<file path="src/rtl/dest_ip_tbl_master.sv">
`default_nettype none
// ============================================================================
//  Module   : dest_ip_tbl_master
//  Purpose  : Initiator side of the destination-IP table req/ack handshake.
//             Turns one register command into one single-cycle table request,
//             waits for the matching ack (or a timeout) and returns a response
//             while keeping completion and timeout statistics.
//  Revision : 1.0  initial release
// ============================================================================
module dest_ip_tbl_master #(
   parameter int C_S_AXI_DATA_WIDTH = 32,
   parameter int TBL_ADDR_WIDTH     = 5,
   parameter int TIMEOUT_CYCLES     = 16,
   parameter int CNT_WIDTH          = 32
) (
   input  logic                          AXI_ACLK,
   input  logic                          reset,
   input  logic                          cmd_valid,
   output logic                          cmd_ready,
   input  logic                          cmd_write,
   input  logic [TBL_ADDR_WIDTH-1:0]     cmd_addr,
   input  logic [C_S_AXI_DATA_WIDTH-1:0] cmd_wdata,
   output logic                          rsp_valid,
   input  logic                          rsp_ready,
   output logic [C_S_AXI_DATA_WIDTH-1:0] rsp_data,
   output logic                          rsp_err,
   output logic                          tbl_rd_req,
   output logic                          tbl_wr_req,
   output logic [TBL_ADDR_WIDTH-1:0]     tbl_rd_addr,
   output logic [TBL_ADDR_WIDTH-1:0]     tbl_wr_addr,
   output logic [C_S_AXI_DATA_WIDTH-1:0] tbl_wr_data,
   input  logic [C_S_AXI_DATA_WIDTH-1:0] tbl_rd_data,
   input  logic                          tbl_rd_ack,
   input  logic                          tbl_wr_ack,
   output logic [CNT_WIDTH-1:0]          rd_done_count,
   output logic [CNT_WIDTH-1:0]          wr_done_count,
   output logic [CNT_WIDTH-1:0]          timeout_count
);

   // Last wait-counter value before the ack window closes (window <= 255).
   localparam logic [7:0]           C_WAIT_LAST = 8'(TIMEOUT_CYCLES - 1);
   localparam logic [CNT_WIDTH-1:0] C_CNT_ONE   = {{(CNT_WIDTH-1){1'b0}}, 1'b1};

   typedef enum logic [1:0] {
      S_IDLE = 2'd0,
      S_REQ  = 2'd1,
      S_WAIT = 2'd2,
      S_RESP = 2'd3
   } state_t;

   state_t                          state_q,       state_d;
   logic [7:0]                      wait_cnt_q,    wait_cnt_d;
   logic                            is_wr_q,       is_wr_d;
   logic                            cmd_ready_q,   cmd_ready_d;
   logic                            rsp_valid_q,   rsp_valid_d;
   logic [C_S_AXI_DATA_WIDTH-1:0]   rsp_data_q,    rsp_data_d;
   logic                            rsp_err_q,     rsp_err_d;
   logic                            rd_req_q,      rd_req_d;
   logic                            wr_req_q,      wr_req_d;
   logic [TBL_ADDR_WIDTH-1:0]       rd_addr_q,     rd_addr_d;
   logic [TBL_ADDR_WIDTH-1:0]       wr_addr_q,     wr_addr_d;
   logic [C_S_AXI_DATA_WIDTH-1:0]   wr_data_q,     wr_data_d;
   logic [CNT_WIDTH-1:0]            rd_cnt_q,      rd_cnt_d;
   logic [CNT_WIDTH-1:0]            wr_cnt_q,      wr_cnt_d;
   logic [CNT_WIDTH-1:0]            tmo_cnt_q,     tmo_cnt_d;
   logic                            ack_hit;

   // Only the ack matching the captured command type is honoured.
   assign ack_hit = is_wr_q ? tbl_wr_ack : tbl_rd_ack;

   // Next-state and next-output computation for the handshake sequencer.
   always_comb begin
      state_d     = state_q;
      wait_cnt_d  = wait_cnt_q;
      is_wr_d     = is_wr_q;
      cmd_ready_d = cmd_ready_q;
      rsp_valid_d = rsp_valid_q;
      rsp_data_d  = rsp_data_q;
      rsp_err_d   = rsp_err_q;
      rd_req_d    = 1'b0;           // requests are single-cycle pulses
      wr_req_d    = 1'b0;
      rd_addr_d   = rd_addr_q;
      wr_addr_d   = wr_addr_q;
      wr_data_d   = wr_data_q;
      rd_cnt_d    = rd_cnt_q;
      wr_cnt_d    = wr_cnt_q;
      tmo_cnt_d   = tmo_cnt_q;

      case (state_q)
         S_IDLE: begin
            cmd_ready_d = 1'b1;
            if (cmd_valid && cmd_ready_q) begin
               cmd_ready_d = 1'b0;
               is_wr_d     = cmd_write;
               if (cmd_write) begin
                  wr_req_d  = 1'b1;
                  wr_addr_d = cmd_addr;
                  wr_data_d = cmd_wdata;
               end else begin
                  rd_req_d  = 1'b1;
                  rd_addr_d = cmd_addr;
               end
               state_d = S_REQ;
            end
         end

         S_REQ: begin
            wait_cnt_d = 8'd0;
            state_d    = S_WAIT;
         end

         S_WAIT: begin
            if (ack_hit) begin
               rsp_data_d  = is_wr_q ? '0 : tbl_rd_data;
               rsp_err_d   = 1'b0;
               rsp_valid_d = 1'b1;
               if (is_wr_q) wr_cnt_d = wr_cnt_q + C_CNT_ONE;
               else         rd_cnt_d = rd_cnt_q + C_CNT_ONE;
               state_d     = S_RESP;
            end else begin
               wait_cnt_d = wait_cnt_q + 8'd1;
               if (wait_cnt_q == C_WAIT_LAST) begin
                  rsp_data_d  = '0;
                  rsp_err_d   = 1'b1;
                  rsp_valid_d = 1'b1;
                  tmo_cnt_d   = tmo_cnt_q + C_CNT_ONE;
                  state_d     = S_RESP;
               end
            end
         end

         S_RESP: begin
            if (rsp_ready) begin
               rsp_valid_d = 1'b0;
               cmd_ready_d = 1'b1;
               state_d     = S_IDLE;
            end
         end

         default: state_d = S_IDLE;
      endcase
   end

   // State and output registers; reset clears everything, including mid-wait.
   always_ff @(posedge AXI_ACLK) begin
      if (reset) begin
         state_q     <= S_IDLE;
         wait_cnt_q  <= 8'd0;
         is_wr_q     <= 1'b0;
         cmd_ready_q <= 1'b0;
         rsp_valid_q <= 1'b0;
         rsp_data_q  <= '0;
         rsp_err_q   <= 1'b0;
         rd_req_q    <= 1'b0;
         wr_req_q    <= 1'b0;
         rd_addr_q   <= '0;
         wr_addr_q   <= '0;
         wr_data_q   <= '0;
         rd_cnt_q    <= '0;
         wr_cnt_q    <= '0;
         tmo_cnt_q   <= '0;
      end else begin
         state_q     <= state_d;
         wait_cnt_q  <= wait_cnt_d;
         is_wr_q     <= is_wr_d;
         cmd_ready_q <= cmd_ready_d;
         rsp_valid_q <= rsp_valid_d;
         rsp_data_q  <= rsp_data_d;
         rsp_err_q   <= rsp_err_d;
         rd_req_q    <= rd_req_d;
         wr_req_q    <= wr_req_d;
         rd_addr_q   <= rd_addr_d;
         wr_addr_q   <= wr_addr_d;
         wr_data_q   <= wr_data_d;
         rd_cnt_q    <= rd_cnt_d;
         wr_cnt_q    <= wr_cnt_d;
         tmo_cnt_q   <= tmo_cnt_d;
      end
   end

   assign cmd_ready     = cmd_ready_q;
   assign rsp_valid     = rsp_valid_q;
   assign rsp_data      = rsp_data_q;
   assign rsp_err       = rsp_err_q;
   assign tbl_rd_req    = rd_req_q;
   assign tbl_wr_req    = wr_req_q;
   assign tbl_rd_addr   = rd_addr_q;
   assign tbl_wr_addr   = wr_addr_q;
   assign tbl_wr_data   = wr_data_q;
   assign rd_done_count = rd_cnt_q;
   assign wr_done_count = wr_cnt_q;
   assign timeout_count = tmo_cnt_q;

endmodule
`default_nettype wire

</file>
<file path="config.mk">
export PLATFORM = sky130hd
export DESIGN_NAME = dest_ip_tbl_master
export DESIGN_NICKNAME = d
export VERILOG_FILES = /design/src/rtl/dest_ip_tbl_master.sv
export SDC_FILE = /design/constraint.sdc
export NUM_CORES = 1
export LEC_CHECK = 0
export CORE_AREA = 2 2 135 137
export DETAILED_ROUTE_END_ITERATION = 10
export DIE_AREA = 0 0 137 139
export GPL_TIMING_DRIVEN = 1
export PLACE_DENSITY = 0.82
export SLEW_MARGIN = 20
export SYNTH_ARGS = -nofsm -noshare
export SYNTH_HDL_FRONTEND = slang
export SYNTH_SLANG_ARGS = --single-unit
</file>
<file path="constraint.sdc">
create_clock -name AXI_ACLK -period 2.7 [get_ports AXI_ACLK]
set_input_delay 0.405 -clock AXI_ACLK [delete_from_list [all_inputs] [get_ports AXI_ACLK]]
set_output_delay 0.405 -clock AXI_ACLK [all_outputs]
set_load 0.02 [all_outputs]
</file>
==> results of run 1 <==
-- registers in the layout, summed over array words and instances, names as in the netlist --
name           cells
cmd_ready          1
is_wr_q            1
rd_done_count     32
rsp_data          32
rsp_err            1
rsp_valid          1
state_q            2
tbl_rd_addr        5
tbl_rd_req         1
tbl_wr_addr        5
tbl_wr_data       32
tbl_wr_req         1
timeout_count     32
wait_cnt_q         8
wr_done_count     32
-- stage by stage --
step,instances,hold WS (ns)
detailed placement,1427,0.446
global placement,1427,0.441
finish,1459,0.454
global route,1459,0.470
floorplan,989,0.467
CTS,1459,0.455
-- kinds of logic (layout without fill, tap and decap cells) --
kind of cell | count (synthesis) | count (layout)
AOI/OAI and AO/OA | 218 | 218
xor gates and xnor gates | 23 | 23
adders and majority gates | 9 | 9
buffers and inverters | 86 | 327
DFF | 186 | 186
muxes | 35 | 35
and+or+nand+nor | 432 | 432
-- per-layer routing --
| metal | GRT usage, % | share of wire [%] | vias up |
|---|---|---|---|
| met5 | 0 | 0 | - |
| met4 | 9.39 | 2.3 | 0 |
| met3 | 7.60 | 8.1 | 37 |
| met2 | 38.4 | 49 | 303 |
| met1 | 28.9 | 41 | 3767 |
| li1 | - | - | 3984 |
-- power groups by stage --
stage	Sequential (W)	Clock [W]	Combinational [W]
2_1_floorplan	0.00312	0	0.000486
5_1_grt	0.00296	0.00285	0.00122
3_3_place_gp	0.00299	0	0.00110
6_report	0.00294	0.00269	0.00111
4_1_cts	0.00294	0.00273	0.00111
3_5_place_dp	0.00300	0	0.00111
-- cell usage in the layout, fill, tap and decap left out, types with 2 or more instances in the layout --
cell type / instances
sky130_fd_sc_hd__and4_1: 13
sky130_fd_sc_hd__nand3_1: 34
sky130_fd_sc_hd__nand2_1: 143
sky130_fd_sc_hd__clkinv_2: 2
sky130_fd_sc_hd__o31ai_1: 29
sky130_fd_sc_hd__or4_1: 33
sky130_fd_sc_hd__o211ai_1: 2
sky130_fd_sc_hd__clkinvlp_4: 2
sky130_fd_sc_hd__xor2_1: 9
sky130_fd_sc_hd__and2_1: 3
sky130_fd_sc_hd__xnor2_1: 14
sky130_fd_sc_hd__o21ai_0: 49
sky130_fd_sc_hd__inv_6: 3
sky130_fd_sc_hd__buf_12: 3
sky130_fd_sc_hd__or4_4: 2
sky130_fd_sc_hd__a211oi_1: 3
sky130_fd_sc_hd__or3_1: 20
sky130_fd_sc_hd__dfxtp_1: 186
sky130_fd_sc_hd__or2_2: 2
sky130_fd_sc_hd__nor2_1: 65
sky130_fd_sc_hd__clkdlybuf4s50_1: 249
sky130_fd_sc_hd__inv_1: 21
sky130_fd_sc_hd__mux2_2: 26
sky130_fd_sc_hd__nand2b_1: 2
sky130_fd_sc_hd__clkbuf_16: 17
sky130_fd_sc_hd__nor3_1: 17
sky130_fd_sc_hd__mux2i_1: 8
sky130_fd_sc_hd__nand4_1: 29
sky130_fd_sc_hd__clkinv_4: 2
sky130_fd_sc_hd__and3_1: 8
sky130_fd_sc_hd__bufinv_16: 4
sky130_fd_sc_hd__ha_1: 9
sky130_fd_sc_hd__nor4_1: 27
sky130_fd_sc_hd__nor2b_1: 25
sky130_fd_sc_hd__a21oi_1: 128
sky130_fd_sc_hd__buf_4: 21
sky130_fd_sc_hd__nand4b_1: 2
-- cell type report --
cell class / instances / share of cell area (%)
clock buffers: 19 / 3.83
clock inverters: 13 / 1.63
inverters: 21 / 0.682
multi-input cells: 717 / 35.6
flip-flops and latches: 186 / 32.2
well taps: 229 / 2.48
repair buffers: 274 / 23.5
-- how the worst max path moves through the flow --
stage,start,to,cells past startpoint
after floorplan,state_q[0],wr_done_count[17],8
after global placement,tbl_rd_ack,timeout_count[24],6
after detailed placement,tbl_rd_ack,timeout_count[24],6
after CTS,rd_done_count[8],rd_done_count[31],4
after global routing,state_q[0],rd_done_count[26],6
final,state_q[0],rd_done_count[26],6
-- critical path: cells and delay by family (launching register included) --
family | cells | cell delay (ns)
adder cells (fa/ha/maj) | 1 | 0.29
buffers and inverters | 1 | 0.11
multiplexers | 1 | 0.37
AND/OR/NAND/NOR | 3 | 1.18
flip-flops | 1 | 0.35
==> reports/results.env, run 1 <==
WORST_IR_DROP_VDD_mV=0.458
FINAL-SETUP-VIOL-COUNT=0
SYNTH_SIMPLE_GATE_AREA_SHARE_PCT=27.1
SEQUENTIAL_CELL_AREA_UM2=3720
REGISTER_BIT_TOTAL_FROM_SYNTHESIS=186
IO_BUFFERS=250
CTS_REPAIR_RESIZE_COUNT=0
SYNTHCELLS=989
SWITCHING_SHARE_PCT=26.8
WIRELENGTH_PER_CELL_UM=15.6
CRITICAL-PATH-SLOWEST-CELL='sky130_fd_sc_hd__or3_1'
DRT_FIRST_PASS_ITERS=7
TIMING_WORST_SETUP_PATH_TYPE='reg2reg'
FINALMAXSLEWVIOLATIONS=0
YOSYS.CELL_COUNT.TOP_TYPE='sky130_fd_sc_hd__dfxtp_1'
ANTENNA_VIOLATING_NETS_POST_ROUTE=0
CTS_TREE='built'
GROUTE.USAGE.OVERALL_PCT=23.7
SYNTHESIS.NETS=1074
CTS_BUFFERS=17
SYNTH_COMMONEST_CELLS='sky130_fd_sc_hd__dfxtp_1 (186), sky130_fd_sc_hd__nand2_1 (143), sky130_fd_sc_hd__a21oi_1 (129)'
CRITICAL_PATH.MAX_STAGE_DELAY_NS=0.61
LAYOUT.NETS=1302
POST-ROUTE-WORST-SETUP-SLACK_NS=0.299
CELLINTERNALPOWER_W=0.00493
SYNTH_AREA_UM2=8180
MULTI_INPUT_AREA_UM2=4120
PORTION_OF_TOTAL_POWER_ATTRIBUTED_TO_COMBINATIONAL_LOGIC_PCT=16.5
MAXCAPVIOLCOUNT=0
POST-ROUTE-PERIOD-UTIL_PCT=88.9
CLK-INSERTION-DELAY-LATE_NS=0.42
SYNTH_TOP_FAMILY_BY_AREA='simple AND/OR/NAND/NOR gates'
SYNTH-SEQ-AREA-SHARE_PCT=45.5
MAXCLOCKFREQUENCY_MHz=417
CLOCK_SINK_COUNT=186
GP_CONGESTION=0.804
SYNTH_AREA_LEADER_CELL='sky130_fd_sc_hd__dfxtp_1'
LAYOUT.FILLER_CELLS=1473
ANTENNADIODECOUNT=0
LEAKAGE_nW=3.82
SYNTHTOLAYOUTAREAGROWTH_PCT=41.4
RSZ_0062_RAISED_AFTER_GLOBAL_ROUTING='no'
FINISH.UTILIZATION_PCT=65.5
FP.COREAREA_UM2=17700
DIE-WIDTH_UM=137
LENGTH_IN_CELLS_OF_THE_WORST_REG_TO_REG_PATH=6
SYNTH.LIB_CELLS_USED.DISTINCT=45
WORST-ENDPOINT-REQUIRED_NS=3.02
HOLD_PATH.CLASS='reg2reg'
CRITPATHARRIVALTIME_NS=2.72
DPL-INSTANCE-AREA_UM2=10900
IOS=251
MIN-DELAY-START='tbl_wr_addr[0]'
DPL.HPWL_UM=15800
POSTLAYOUTCELLAREA_UM2=11600
POST_SYNTH_MAIN_AREA_CONTRIBUTORS='sky130_fd_sc_hd__dfxtp_1 (46%), sky130_fd_sc_hd__a21oi_1 (7.9%), sky130_fd_sc_hd__nand2_1 (6.6%)'
ROOT_BUFFER='sky130_fd_sc_hd__clkbuf_16'
GRT_PASS1_VIAS=7632
COMPOUND_CELL_AREA_SHARE_OF_THE_YOSYS_NETLIST_PCT=14.6
POSTCTSSETUPBUFFERS=0
CRIT_FANOUT=14
R2R_START='state_q[0]'
REPORT.FINAL.HOLD_VIOL_COUNT=0
RUN_STATUS='finished clean'
CTS_HOLD_BUFFERS=0
FINALSETUPTNS_NS=0
LAYOUT-DRIVE-GT1-SHARE_PCT=7.56
TIMING.CRITICAL_PATH.TO_TYPE='flop'
GLOBAL_ROUTE.OVERFLOW_TOTAL=0
START_KIND='flop'
CLOCK-SKEW-FINAL_NS=0.00819
POWER.SEQUENTIAL.FRACTION_PCT=43.6
SYNTH_LARGEST_TYPE_AREA_FRACTION_PCT=45.5
MAXIMUM_CLOCK_PATH_BUFFER_COUNT=2
SWITCHING_POWER_W=0.00181
POSTSYNTHAREAPERCELL_UM2=8.27
GRT_PASS1_WL_UM=37000
MULTIPLEXER_AREA_FRACTION_AFTER_SYNTHESIS_PCT=4.74
CRITICAL_PATH_CELL_LIST='inv_1, ha_1, nand3b_1, or3_1, nor4_1, mux2_2'
DR.FIRST_ITER.DRC_COUNT=531
H-TREE-DEPTH=4
MAX_SLEW_MARGIN_PCT=50.8
REMAINING_DRC_ERRORS=0
MIN_PERIOD_NS=2.40
OVERALL_POWER_W=0.00674
SYNTH_XOR_XNOR_AREA_SHARE_PCT=2.46
DIE_H_UM=139
VIAS_PER_INSTANCE=5.55
DR_TOTAL_VIAS=8091
MAX_SLEW.WORST_PIN.SLEW_NS=0.737
POST_SYNTH_FA_HA_MAJ_AREA_FRACTION_PCT=1.38
SYNTH_ENABLE_FLOP_CELLS=0
PLACEMENT_ROWS=49
POSTSYNTH.ASYNCRESETSHARE_PCT=0
DESIGN.DIE.AREA_UM2=19000
CELLPOWERDENSITY_nW_PER_UM2=583
ROUTED_WIRELENGTH_UM=22700
INITIAL_STANDARD_CELL_UTILIZATION_OF_THE_CORE_PCT=46.3
RRSETUPSLACK_NS=0.30
PLACE_WS_NS=0.00534
WHS_PATH_DEPTH=2
YOSYSWARNINGCOUNT=0
WORST_HOLD_PATH.ENDPOINT='tbl_wr_addr[0]'
GRT_MAX_DEGREE=97
ANTENNA_VIOLATIONS_BEFORE_REPAIR=0
P_CLK_SHARE_PCT=39.9
R2R-END='rd_done_count[26]'
SYNTH_FF_TYPE='sky130_fd_sc_hd__dfxtp_1'
CLK_PIN_SLEW_WORST_PATHS_NS=0.07
(Power assumes the default switching activity.)
==> inputs of run 2 (changes only) <==
--- a/config.mk
+++ b/config.mk
@@ -10,6 +10,7 @@
 export DIE_AREA = 0 0 137 139
 export GPL_TIMING_DRIVEN = 1
 export PLACE_DENSITY = 0.82
+export SKIP_LAST_GASP = 1
 export SLEW_MARGIN = 20
 export SYNTH_ARGS = -nofsm -noshare
 export SYNTH_HDL_FRONTEND = slang
==> constraint.sdc (replaced) <==
create_clock -name AXI_ACLK -period 2.7 [get_ports AXI_ACLK]
set_input_delay 0.27 -clock AXI_ACLK [delete_from_list [all_inputs] [get_ports AXI_ACLK]]
set_output_delay 0.27 -clock AXI_ACLK [all_outputs]
set_load 0.02 [all_outputs]
==> run 2 against run 1 <==
Effect of this change:
- global-route usage decreased by 0.21 points
- maximum frequency increased by 1.4%
- critical path depth decreased by 2
- setup slack improved by 0.033 ns
- clock skew increased by 0.0035 ns
- cell count decreased by 0.48%
- critical endpoint is now wr_done_count[25]
- combinational power about the same
- sequential power about the same
- die area unchanged
- first-iteration DRC count decreased by 18%
- utilization decreased by 0.77 points
- via count decreased by 0.94%
==> reports/results.env, run 2 (synthesized netlist as in run 1, its figures left out) <==
RUN_STATUS='finished clean'
VIAS_PER_INSTANCE=5.52  # -0.46%
CLK-INSERTION-DELAY-LATE_NS=0.43  # about the same
DIE_H_UM=139  # unchanged
GRT_MAX_DEGREE=63  # -35%
WORST_IR_DROP_VDD_mV=0.500  # +9.2%
LAYOUT-DRIVE-GT1-SHARE_PCT=7.11  # -0.45 points
CRITICAL_PATH.MAX_STAGE_DELAY_NS=0.81  # +0.20 ns
CTS_BUFFERS=17  # unchanged
INITIAL_STANDARD_CELL_UTILIZATION_OF_THE_CORE_PCT=46.3  # unchanged
CTS_HOLD_BUFFERS=0  # unchanged
MAX_SLEW.WORST_PIN.SLEW_NS=0.633  # -0.105 ns
FINALSETUPTNS_NS=0  # unchanged
CELLPOWERDENSITY_nW_PER_UM2=561  # -3.7%
DRT_FIRST_PASS_ITERS=5  # -2
RRSETUPSLACK_NS=0.33  # +0.03 ns
GRT_PASS1_WL_UM=36500  # -1.2%
TIMING.CRITICAL_PATH.TO_TYPE='flop'
DPL-INSTANCE-AREA_UM2=10900  # -0.60%
WIRELENGTH_PER_CELL_UM=15.5  # -0.30%
CTS_REPAIR_RESIZE_COUNT=0  # unchanged
LAYOUT.NETS=1295  # -0.54%
CTS_TREE='built'
POSTLAYOUTCELLAREA_UM2=11400  # -1.2%
MAXCLOCKFREQUENCY_MHz=422  # +1.4%
IO_BUFFERS=250  # unchanged
DR_TOTAL_VIAS=8015  # -0.94%
START_KIND='flop'
IOS=251  # unchanged
WORST-ENDPOINT-REQUIRED_NS=3.03  # about the same
POST-ROUTE-PERIOD-UTIL_PCT=87.7  # -1.2 points
ROUTED_WIRELENGTH_UM=22500  # -0.78%
LAYOUT_COMMONEST_CELL='sky130_fd_sc_hd__clkdlybuf4s50_1'
H-TREE-DEPTH=4  # unchanged
MAXIMUM_CLOCK_PATH_BUFFER_COUNT=2  # unchanged
MIN_PERIOD_NS=2.37  # -0.0327 ns
CLK_PIN_SLEW_WORST_PATHS_NS=0.08  # about the same
CRITICAL_PATH_CELL_LIST='nand4_2, or4_1, nor4_1, mux2_2'
CLOCK-SKEW-FINAL_NS=0.0117  # +0.00353 ns
HOLD_PATH.CLASS='in2reg'
DESIGN.DIE.AREA_UM2=19000  # unchanged
GP_CONGESTION=0.788  # -2.0%
DIE-WIDTH_UM=137  # unchanged
FINAL_CELL_MIX='sky130_fd_sc_hd__clkdlybuf4s50_1 (249), sky130_fd_sc_hd__dfxtp_1 (186), sky130_fd_sc_hd__nand2_1 (143)'
LAYOUT.FILLER_CELLS=1525  # +3.5%
MAX_SLEW_MARGIN_PCT=57.8  # +7.0 points
DR.FIRST_ITER.DRC_COUNT=437  # -18%
PLACEMENT_ROWS=49  # unchanged
CRITPATHARRIVALTIME_NS=2.69  # -0.03 ns
CRIT_FAMILY='simple AND/OR/NAND/NOR gates'
REPORT.FINAL.HOLD_VIOL_COUNT=0  # unchanged
CRIT_FANOUT=20  # +6
ANTENNA_VIOLATING_NETS_POST_ROUTE=0  # unchanged
FINAL-SETUP-VIOL-COUNT=0  # unchanged
ROOT_BUFFER='sky130_fd_sc_hd__clkbuf_16'
DPL.HPWL_UM=15800  # about the same
ANTENNA_VIOLATIONS_BEFORE_REPAIR=1  # +1
MAXCAPVIOLCOUNT=0  # unchanged
RSZ_0062_RAISED_AFTER_GLOBAL_ROUTING='no'
FINALMAXSLEWVIOLATIONS=0  # unchanged
POSTCTSSETUPBUFFERS=0  # unchanged
GLOBAL_ROUTE.OVERFLOW_TOTAL=0  # unchanged
CRITICAL-PATH-SLOWEST-CELL='sky130_fd_sc_hd__or4_1'
CLOCK_SINK_COUNT=186  # unchanged
REMAINING_DRC_ERRORS=0  # unchanged
LEAKAGE_nW=3.74  # -2.1%
SYNTHTOLAYOUTAREAGROWTH_PCT=39.7
TIMING_WORST_SETUP_PATH_TYPE='reg2reg'
GRT_PASS1_VIAS=7607  # -0.33%
FP.COREAREA_UM2=17700  # unchanged
WORSTPATHBUFFERINVERTERCOUNT=0  # -1
ANTENNADIODECOUNT=0  # unchanged
GROUTE.USAGE.OVERALL_PCT=23.5  # -0.21 points
-- run 2: through the flow --
stage                     std cells  power [W]  utilization (%)  hold slack (ns)  worst slack, ns
after CTS                      1452    0.00647             64.7            0.229            0.314
after detailed placement       1420    0.00409             61.5            0.446            0.183
after floorplan                 989    0.00361                -            0.406            0.515
final                          1452    0.00641             64.7            0.249            0.332
after global routing           1452    0.00670             64.7            0.263            0.161
after global placement         1420    0.00407             61.5            0.441            0.190
-- run 2: cell type report --
| type | instances | area, um2 | share of cell area [%] |
|---|---|---|---|
| multi-input combinational | 717 | 4120 | 36.0 |
| sequential | 186 | 3720 | 32.6 |
| timing repair buffer | 267 | 2660 | 23.3 |
| clock buffer | 17 | 425 | 3.72 |
| tap | 229 | 287 | 2.51 |
| clock inverter | 15 | 135 | 1.18 |
| inverter | 21 | 78.8 | 0.690 |
-- run 2: power by group --
part | total [W] | switching [W] | internal (W)
logic | 0.00109 | 0.000626 | 0.000464
registers | 0.00294 | 0.0000736 | 0.00286
clock network | 0.00238 | 0.00117 | 0.00121
-- run 2: layer usage --
| layer | global-route usage [%] | vias to the layer above | part of all wire, % |
|---|---|---|---|
| li1 | - | 3979 | - |
| met1 | 28.6 | 3718 | 42 |
| met2 | 37.8 | 262 | 47 |
| met3 | 7.57 | 54 | 7.7 |
| met4 | 10.1 | 2 | 3.0 |
| met5 | 0 | - | 0.044 |
-- run 2: worst paths after layout --
path | endpoint | start | cells past startpoint
worst min register to register | tbl_wr_data[13] | tbl_wr_data[13] | 2
worst max-delay path | wr_done_count[25] | wr_done_count[3] | 4
worst max register to register | wr_done_count[25] | wr_done_count[3] | 4
worst min-delay path | wr_done_count[3] | reset | 2
==> inputs of run 3 (changes only) <==
--- a/config.mk
+++ b/config.mk
@@ -5,11 +5,12 @@
 export SDC_FILE = /design/constraint.sdc
 export NUM_CORES = 1
 export LEC_CHECK = 0
-export CORE_AREA = 2 2 135 137
+export CORE_AREA = 2 2 146 148
 export DETAILED_ROUTE_END_ITERATION = 10
-export DIE_AREA = 0 0 137 139
+export DIE_AREA = 0 0 148 150
 export GPL_TIMING_DRIVEN = 1
-export PLACE_DENSITY = 0.82
+export PLACE_DENSITY = 0.72
+export SETUP_SLACK_MARGIN = 0.1
 export SKIP_LAST_GASP = 1
 export SLEW_MARGIN = 20
 export SYNTH_ARGS = -nofsm -noshare
==> run 3 against run 2 <==
Effect of this change:
- maximum frequency increased by 0.87%
- utilization fell by 9.0 points
- global-route usage shrank 4.1 points
- non-clock buffer count did not move
- critical path type unchanged
- critical endpoint is now wr_done_count[31]
- largest cell class unchanged
- largest power group unchanged
- highest routed layer is now met4
==> reports/results.env, run 3 (synthesized netlist as in run 1, its figures left out) <==
RUN_STATUS='finished clean'
R2R-END='wr_done_count[31]'
GP_CONGESTION=0.830  # +5.4%
CLK_PIN_SLEW_WORST_PATHS_NS=0.08  # about the same
FINAL-SETUP-VIOL-COUNT=0  # unchanged
SYNTHTOLAYOUTAREAGROWTH_PCT=40.8
POSTCTSSETUPBUFFERS=0  # unchanged
RSZ_0062_RAISED_AFTER_GLOBAL_ROUTING='no'
FINALMAXSLEWVIOLATIONS=0  # unchanged
MIN_PERIOD_NS=2.35  # -0.0203 ns
GRT_MAX_DEGREE=103  # +63%
CELLPOWERDENSITY_nW_PER_UM2=566  # +0.77%
POST-ROUTE-PERIOD-UTIL_PCT=87.0  # -0.75 points
LAYOUT_COMMONEST_CELL='sky130_fd_sc_hd__clkdlybuf4s50_1'
LENGTH_IN_CELLS_OF_THE_WORST_REG_TO_REG_PATH=4  # unchanged
CRITPATHARRIVALTIME_NS=2.66  # -0.03 ns
DPL.HPWL_UM=15600  # -1.2%
DRT_FIRST_PASS_ITERS=4  # -1
ANTENNA_VIOLATIONS_BEFORE_REPAIR=0  # -1
GROUTE.USAGE.OVERALL_PCT=19.4  # -4.1 points
LAYOUT.NETS=1295  # unchanged
CLK-INSERTION-DELAY-LATE_NS=0.43  # about the same
WHS_PATH_DEPTH=2  # unchanged
INITIAL_STANDARD_CELL_UTILIZATION_OF_THE_CORE_PCT=39.5  # -6.8 points
CTS_HOLD_BUFFERS=0  # unchanged
VIAS_PER_INSTANCE=5.29  # -4.2%
RRSETUPSLACK_NS=0.35  # +0.02 ns
CLOCK-SKEW-FINAL_NS=0.0127  # +0.000946 ns
ANTENNA_VIOLATING_NETS_POST_ROUTE=0  # unchanged
GRT_PASS1_WL_UM=35600  # -2.6%
DR.FIRST_ITER.DRC_COUNT=356  # -19%
PLACEMENT_ROWS=53  # +8.2%
WIRELENGTH_PER_CELL_UM=14.9  # -3.7%
MAXCAPVIOLCOUNT=0  # unchanged
POSTLAYOUTCELLAREA_UM2=11500  # +0.79%
MAXCLOCKFREQUENCY_MHz=426  # +0.87%
TIMING_WORST_SETUP_PATH_TYPE='reg2reg'
LAYOUT.FILLER_CELLS=1886  # +24%
WORST-ENDPOINT-REQUIRED_NS=3.02  # about the same
DIE_H_UM=150  # +7.9%
ROUTED_WIRELENGTH_UM=22400  # -0.67%
FP.COREAREA_UM2=20700  # +17%
TIMING.CRITICAL_PATH.TO_TYPE='flop'
LEAKAGE_nW=3.77  # +0.64%
H-TREE-DEPTH=4  # unchanged
MAX_SLEW.WORST_PIN.SLEW_NS=0.767  # +0.134 ns
REPORT.FINAL.HOLD_VIOL_COUNT=0  # unchanged
R2R_START='wr_done_count[4]'
FINAL_CELL_MIX='sky130_fd_sc_hd__clkdlybuf4s50_1 (249), sky130_fd_sc_hd__dfxtp_1 (186), sky130_fd_sc_hd__nand2_1 (143)'
GRT_PASS1_VIAS=7111  # -6.5%
START_KIND='flop'
FINALSETUPTNS_NS=0  # unchanged
IO_BUFFERS=250  # unchanged
GLOBAL_ROUTE.OVERFLOW_TOTAL=0  # unchanged
ANTENNADIODECOUNT=0  # unchanged
MIN-DELAY-START='reset'
ROOT_BUFFER='sky130_fd_sc_hd__clkbuf_16'
CTS_BUFFERS=17  # unchanged
DIE-WIDTH_UM=148  # +8.0%
DR_TOTAL_VIAS=7921  # -1.2%
IOS=251  # unchanged
CRIT_FANOUT=20  # unchanged
LAYOUT-DRIVE-GT1-SHARE_PCT=7.11  # unchanged
DPL-INSTANCE-AREA_UM2=10900  # +0.53%
WORST_IR_DROP_VDD_mV=0.428  # -14%
CTS_TREE='built'
REMAINING_DRC_ERRORS=0  # unchanged
MAXIMUM_CLOCK_PATH_BUFFER_COUNT=2  # unchanged
CTS_REPAIR_RESIZE_COUNT=0  # unchanged
WORST_HOLD_PATH.ENDPOINT='wr_done_count[2]'
CLOCK_SINK_COUNT=186  # unchanged
DESIGN.DIE.AREA_UM2=22200  # +17%
HOLD_PATH.CLASS='in2reg'
MAX_SLEW_MARGIN_PCT=48.9  # -8.9 points
-- run 3: changes by cell type in the layout (fill, tap and decap cells not counted), sizes merged --
cell / change
clkinvlp: -3
clkinv: +2
clkbuf: +1
-- run 3: area by class of cell --
cell class                      instances  area [um2]  share of cell area, %
Inverter                               21        78.8                  0.685
Sequential cell                       186        3720                   32.3
Multi-Input combinational cell        717        4120                   35.8
Clock inverter                         14         154                   1.34
Clock buffer                           18         439                   3.81
Timing Repair Buffer                  267        2660                   23.1
Tap cell                              275         344                   2.99
-- run 3: worst max path at each step --
| stage | start | end | slack (ns) |
|---|---|---|---|
| after floorplan | state_q[0] | wr_done_count[17] | 0.51 |
| after global placement | tbl_rd_ack | timeout_count[31] | 0.19 |
| after detailed placement | tbl_wr_ack | timeout_count[31] | 0.17 |
| after CTS | wr_done_count[4] | wr_done_count[31] | 0.33 |
| after global routing | state_q[0] | rd_done_count[26] | 0.20 |
| final | wr_done_count[4] | wr_done_count[31] | 0.35 |
-- run 3: worst max-delay path, stage by stage (launching register included) --
cell                      delay [ns]
sky130_fd_sc_hd__dfxtp_1        0.44
sky130_fd_sc_hd__nand4_2        0.21
sky130_fd_sc_hd__or4_1          0.80
sky130_fd_sc_hd__nor4_1         0.41
sky130_fd_sc_hd__mux2_2         0.37
-- run 3: per-stage QoR --
step | instances | worst slack, ns | total power, W | hold slack, ns | util (%)
2_1_floorplan | 989 | 0.515 | 0.00361 | 0.406 | -
3_3_place_gp | 1466 | 0.189 | 0.00409 | 0.440 | 52.8
3_5_place_dp | 1466 | 0.165 | 0.00410 | 0.446 | 52.8
4_1_cts | 1498 | 0.326 | 0.00660 | 0.349 | 55.6
5_1_grt | 1498 | 0.199 | 0.00681 | 0.361 | 55.6
6_report | 1498 | 0.352 | 0.00651 | 0.353 | 55.6
-- run 3: power breakdown --
part | leakage [nW] | switching, W | internal, W
registers | 1.50 | 0.0000724 | 0.00286
logic | 1.98 | 0.000632 | 0.000466
clock network | 0.287 | 0.00121 | 0.00126
total | 3.77 | 0.00192 | 0.00459
-- run 3: layer usage --
layer  global-route usage, %  part of all wire (%)  vias up
met5                       0                     0        -
met4                    5.62                   1.9        0
li1                        -                     -     3981
met3                    5.58                   6.9       27
met1                    24.6                    43     3709
met2                    32.0                    48      204
